## config.mk

```make
export PLATFORM = sky130hd
export DESIGN_NAME = rob_alloc_ctrl
export DESIGN_NICKNAME = d
export VERILOG_FILES = /design/src/rtl/rob_alloc_ctrl.sv
export SDC_FILE = /design/constraint.sdc
export NUM_CORES = 1
export LEC_CHECK = 0
export CORE_MARGIN = 10
export CORE_UTILIZATION = 29
export DETAILED_ROUTE_END_ITERATION = 10
export HOLD_SLACK_MARGIN = 0.06
export PLACE_DENSITY = 0.5
export SKIP_LAST_GASP = 1
export SYNTH_ARGS = -nofsm -noshare
export SYNTH_HDL_FRONTEND = slang
export SYNTH_SLANG_ARGS = --single-unit
```

## constraint.sdc

```tcl
create_clock -name clk -period 3.9 [get_ports clk]
set_clock_uncertainty 0.2 [all_clocks]
set_input_delay 0.975 -clock clk [delete_from_list [all_inputs] [get_ports clk]]
set_output_delay 0.975 -clock clk [all_outputs]
set_load 0.01 [all_outputs]
```

## src/rtl/rob_alloc_ctrl.sv

```systemverilog
// rtl/rob_alloc_ctrl.sv - ROB tag allocation, retirement and branch-checkpoint recovery controller.
// Optional stall/flush statistics counters are built when ROB_ALLOC_STATS_EN is defined.
module rob_alloc_ctrl #(
    parameter int ROB_WIDTH  = 5,
    parameter int CKPT_DEPTH = 4
) (
    input  logic                 clk,
    input  logic                 reset,
    input  logic                 alloc_req,
    input  logic                 is_branch_dispatch,
    output logic                 alloc_gnt,
    output logic [ROB_WIDTH-1:0] rob_tag,
    output logic                 rob_full,
    output logic                 rob_empty,
    output logic                 ckpt_full,
    input  logic                 commit_req,
    output logic [ROB_WIDTH-1:0] head_tag,
    input  logic                 branch_resolve,
    input  logic                 branch_mispredict,
    output logic [ROB_WIDTH:0]   rob_count,
    output logic [31:0]          stall_cnt,
    output logic [15:0]          flush_cnt
);
    localparam int CW = $clog2(CKPT_DEPTH);
    localparam logic [ROB_WIDTH:0] ROB_DEPTH_V = {1'b1, {ROB_WIDTH{1'b0}}};
    localparam logic [CW:0]        CKPT_FULL_V = {1'b1, {CW{1'b0}}};
    localparam logic [ROB_WIDTH:0] PTR_ONE     = (ROB_WIDTH+1)'(1);
    localparam logic [CW:0]        CK_ONE      = (CW+1)'(1);

    logic [ROB_WIDTH:0] head_q, head_d, tail_q, tail_d;
    logic [CW:0]        ck_wr_q, ck_wr_d, ck_rd_q, ck_rd_d;
    logic [ROB_WIDTH:0] ckpt_q [CKPT_DEPTH];
    logic [ROB_WIDTH:0] ckpt_d [CKPT_DEPTH];
    logic               ckpt_empty;
    logic               mispredict_taken;

    assign rob_count  = tail_q - head_q;
    assign rob_full   = (rob_count == ROB_DEPTH_V);
    assign rob_empty  = (rob_count == '0);
    assign ckpt_full  = ((ck_wr_q - ck_rd_q) == CKPT_FULL_V);
    assign ckpt_empty = (ck_wr_q == ck_rd_q);
    assign rob_tag    = tail_q[ROB_WIDTH-1:0];
    assign head_tag   = head_q[ROB_WIDTH-1:0];

    // Mispredict blocks allocation even when no checkpoint is live to restore.
    assign alloc_gnt = reset & alloc_req & ~rob_full & ~branch_mispredict
                     & ~(is_branch_dispatch & ckpt_full);
    assign mispredict_taken = branch_mispredict & ~ckpt_empty;

    always_comb begin
        head_d  = head_q;
        tail_d  = tail_q;
        ck_wr_d = ck_wr_q;
        ck_rd_d = ck_rd_q;
        for (int i = 0; i < CKPT_DEPTH; i++) ckpt_d[i] = ckpt_q[i];

        if (commit_req && !rob_empty) head_d = head_q + PTR_ONE;

        if (mispredict_taken) begin
            tail_d  = ckpt_q[ck_rd_q[CW-1:0]];
            ck_rd_d = ck_wr_q;
        end else begin
            if (alloc_gnt) begin
                tail_d = tail_q + PTR_ONE;
                if (is_branch_dispatch) begin
                    ckpt_d[ck_wr_q[CW-1:0]] = tail_q + PTR_ONE;
                    ck_wr_d = ck_wr_q + CK_ONE;
                end
            end
            if (branch_resolve && !ckpt_empty) ck_rd_d = ck_rd_q + CK_ONE;
        end
    end

    always_ff @(posedge clk or negedge reset) begin
        if (!reset) begin
            head_q  <= '0;
            tail_q  <= '0;
            ck_wr_q <= '0;
            ck_rd_q <= '0;
            for (int i = 0; i < CKPT_DEPTH; i++) ckpt_q[i] <= '0;
        end else begin
            head_q  <= head_d;
            tail_q  <= tail_d;
            ck_wr_q <= ck_wr_d;
            ck_rd_q <= ck_rd_d;
            for (int i = 0; i < CKPT_DEPTH; i++) ckpt_q[i] <= ckpt_d[i];
        end
    end

`ifdef ROB_ALLOC_STATS_EN
    logic [31:0] stall_cnt_q, stall_cnt_d;
    logic [15:0] flush_cnt_q, flush_cnt_d;

    always_comb begin
        stall_cnt_d = stall_cnt_q;
        flush_cnt_d = flush_cnt_q;
        if (alloc_req && !alloc_gnt && !branch_mispredict && stall_cnt_q != '1)
            stall_cnt_d = stall_cnt_q + 32'd1;
        if (mispredict_taken && flush_cnt_q != '1)
            flush_cnt_d = flush_cnt_q + 16'd1;
    end

    always_ff @(posedge clk or negedge reset) begin
        if (!reset) begin
            stall_cnt_q <= '0;
            flush_cnt_q <= '0;
        end else begin
            stall_cnt_q <= stall_cnt_d;
            flush_cnt_q <= flush_cnt_d;
        end
    end

    assign stall_cnt = stall_cnt_q;
    assign flush_cnt = flush_cnt_q;
`else
    assign stall_cnt = '0;
    assign flush_cnt = '0;
`endif
endmodule

```

==> results.md <==
* Status: finished, final reports clean
* Final hold violations at 0
* I/O pins at 75
* Cell Pwr Density at 920 mW/mm2
* Critical-path cell list: inv_1 -> ha_1 -> fa_1 -> inv_1 -> nor4_2 -> mux2i_1 -> buf_4 -> a211oi_4 -> buf_6 -> clkbuf_2
* Final #Nets at 325
* Seq cells post-synth at 42
* Critical path endpoint category: output pin
* Data arrival, critical path at 2.52 ns
* Crit-path max FO at 3
* # diodes at 0
* Critical path type: register to output pin
* CTS sink count at 42
* Clock Pin Slew Worst Setup and Hold Paths at 0.09 ns
* Starting density of the core at 29.6%
* Initial antenna violation count at 0
* CP max-delay cell: fa_1
* # DRC at 0
* Leak Pwr at 1.50 nW
* Setup TNS at 0 ns
* Num CTS Buffers at 5
* Avg Inst Size Synth at 10.7 um2
* Worst setup SP type: register
* Row cnt at 36
* Worst reg-to-reg setup slack at 0.44 ns
* Core Footprint at 0.00977 mm2
* Final Util at 33.3%
* Final worst slack at 0.205 ns
* Seq/Total Area, Yosys at 36.3%
* Ys flop type: dfrtp_1
* Final GP Congestion at 0.797
* Setup Viol. Count Final at 0
* WP data required at 2.72 ns
* Synth unique cells at 39
* CTS tree: done
* HP Class: register to register
* H-tree depth at 2
* Final wirelength at 6140 um
* WL met1 at 2750 um
* DR WL met3 at 615 um
* Fraction of layout cells with a size suffix above 1 at 22.7%
* Relative slew slack at 56.2%
* Layout area overhead at 12.4%
* Max_cap viols at 0
* WL/cell at 14.1 um
* Top cell by count, worst path: inv_1
* Worst hold slack at 0.306 ns
* Vias per cell at 4.20
* Die width at 120 um
* Routed vias at 1834
* Syn Inst Count at 270
* GRT Util Overall at 8.47%
* Iteration-0 DRC Markers at 93
* Placement Setup Slack at 0.0714 ns
* Post-synth top area cell: dfrtp_1
* Ys Warns at 0
* Fin. max-slew vios at 0
* Hold-fix buffers, CTS at 0
* Area of the die at 0.0144 mm2
* Yosys top cell area share at 36.3%
* Post-synth EDFFs at 0
* CP max stage delay at 0.50 ns
* Pin count of the biggest net entering global routing at 43
* Period utilization at 94.8%
* Total length of routed met2 wires at 2700 um
* I/O Buffers at 26
* Clk buf depth at 2
* Design Power at 2.99 mW
* Highest metal used: met4
* Post-DP HPWL at 4720 um
* Asr flop ratio synth at 100%
* Least-Margin Pin Slew at 0.655 ns
* RSZ-0062 raised after global routing: no
* Vias in the first global route at 1894
* Worst skew pair latency at 0.29 ns
* Max Fclk at 271 MHz
* Routed Antenna Nets at 0
* First-pass GRT wire length at 9920 um
* Die H at 120 um
* Clk root buf: clkbuf_8
* Post-Syn Area at 0.00290 mm2
* Period minus WS final at 3.70 ns
* Main area contributors after synthesis: dfrtp_1 36%, buf_4 15%, mux2_2 10%, ha_1 6.0%, mux4_2 4.7%
* Worst VDD drop at 0.000416 V
* Residual overflow from global routing at 0
* Router iterations before antenna repair at 4
## per-layer routing
metal	GRT usage, %	up-vias
met5	0	-
met4	2.94	0
met3	3.56	4
met2	12.6	66
met1	10.8	871
li1	-	893
## worst max-delay path: cells and delay by family (launching register included)
| family | cells | cell delay (ns) |
|---|---|---|
| compound gates | 1 | 0.28 |
| simple gates | 1 | 0.20 |
| flops | 1 | 0.35 |
| mux | 1 | 0.12 |
| buf+inv | 5 | 0.57 |
| fa+ha+maj | 2 | 0.72 |
## repair_timing
item	CTS	global route
pin swaps	1	2
setup endpoints to repair	3	2
resized for setup	3	6
buffers inserted	3	2
## final cells by class
class / instances / area [um2]
Sequential cell: 42 / 1050
Clock buffer: 5 / 68.8
Multi-Input combinational cell: 196 / 1500
Timing Repair Buffer: 43 / 375
Fill cell: 1005 / 6520
Inverter: 15 / 56.3
Clock inverter: 3 / 40.0
Tap cell: 133 / 166
## cells in the mapped netlist (2+ instances only)
cell type	count
nand2b_1	2
nand3_1	9
and3_1	3
o31ai_1	4
xor2_1	5
nor3_4	4
xnor2_1	14
or3_1	2
mux4_2	6
nor2_1	14
buf_6	2
or4_1	3
a21oi_1	5
nand2_1	11
dfrtp_1	42
inv_1	15
buf_4	58
o21ai_0	3
mux2_2	26
ha_1	14
mux2i_1	2
a31oi_1	7
clkbuf_1	3
## cells in the final DEF, fill, tap and decap left out, types with 6 or more instances in the layout
cell type and count:
conb_1 48, inv_1 15, a31oi_1 7, mux4_2 6, xnor2_1 14, nor2_1 14
ha_1 14, clkdlybuf4s50_1 22, buf_4 16, nand2_1 11, mux2_2 26, dfrtp_1 42
nand3_1 9
## registers in the layout (all words and copies together) (netlist names)
signal   flops
ck_rd_q      3
tail_q       6
head_q       6
ckpt_q      24
ck_wr_q      3
## power by group
part	leakage (nW)	internal, mW	switching (mW)	total [mW]
Clock	0.0579	0.189	0.152	0.341
Sequential	0.526	0.636	0.164	0.801
Combinational	0.914	0.941	0.912	1.85
Total	1.50	1.77	1.23	2.99
## final timing paths
kind                           start    endpoint  cells past startpoint
setup / recovery           tail_q[0]    rob_full                     10
hold / removal             ckpt_q[1]   ckpt_q[1]                      1
setup reg to reg           tail_q[0]   ckpt_q[1]                     13
min in group asynchronous      reset  ck_wr_q[0]                      2
hold reg to reg            ckpt_q[1]   ckpt_q[1]                      1
max in group asynchronous      reset  ckpt_q[12]                      2
## per-stage QoR
step           instances  instance area, um2
4_1_cts              435                3240
3_3_place_gp         424                3110
3_5_place_dp         424                3110
6_report             437                3260
2_1_floorplan        317                3070
5_1_grt              437                3260
## cell families after synthesis
family,Yosys count,synth area share (%)
other,1,0.129
XOR/XNOR,19,5.74
buffers and inverters,79,18.3
multiplexers,34,15.5
AND/OR/NAND/NOR,56,11.5
AO/OA/AOI/OAI,24,5.87
adder cells (fa/ha/maj),15,6.74
flip-flops,42,36.3
Power figures use the tool's default switching activity.
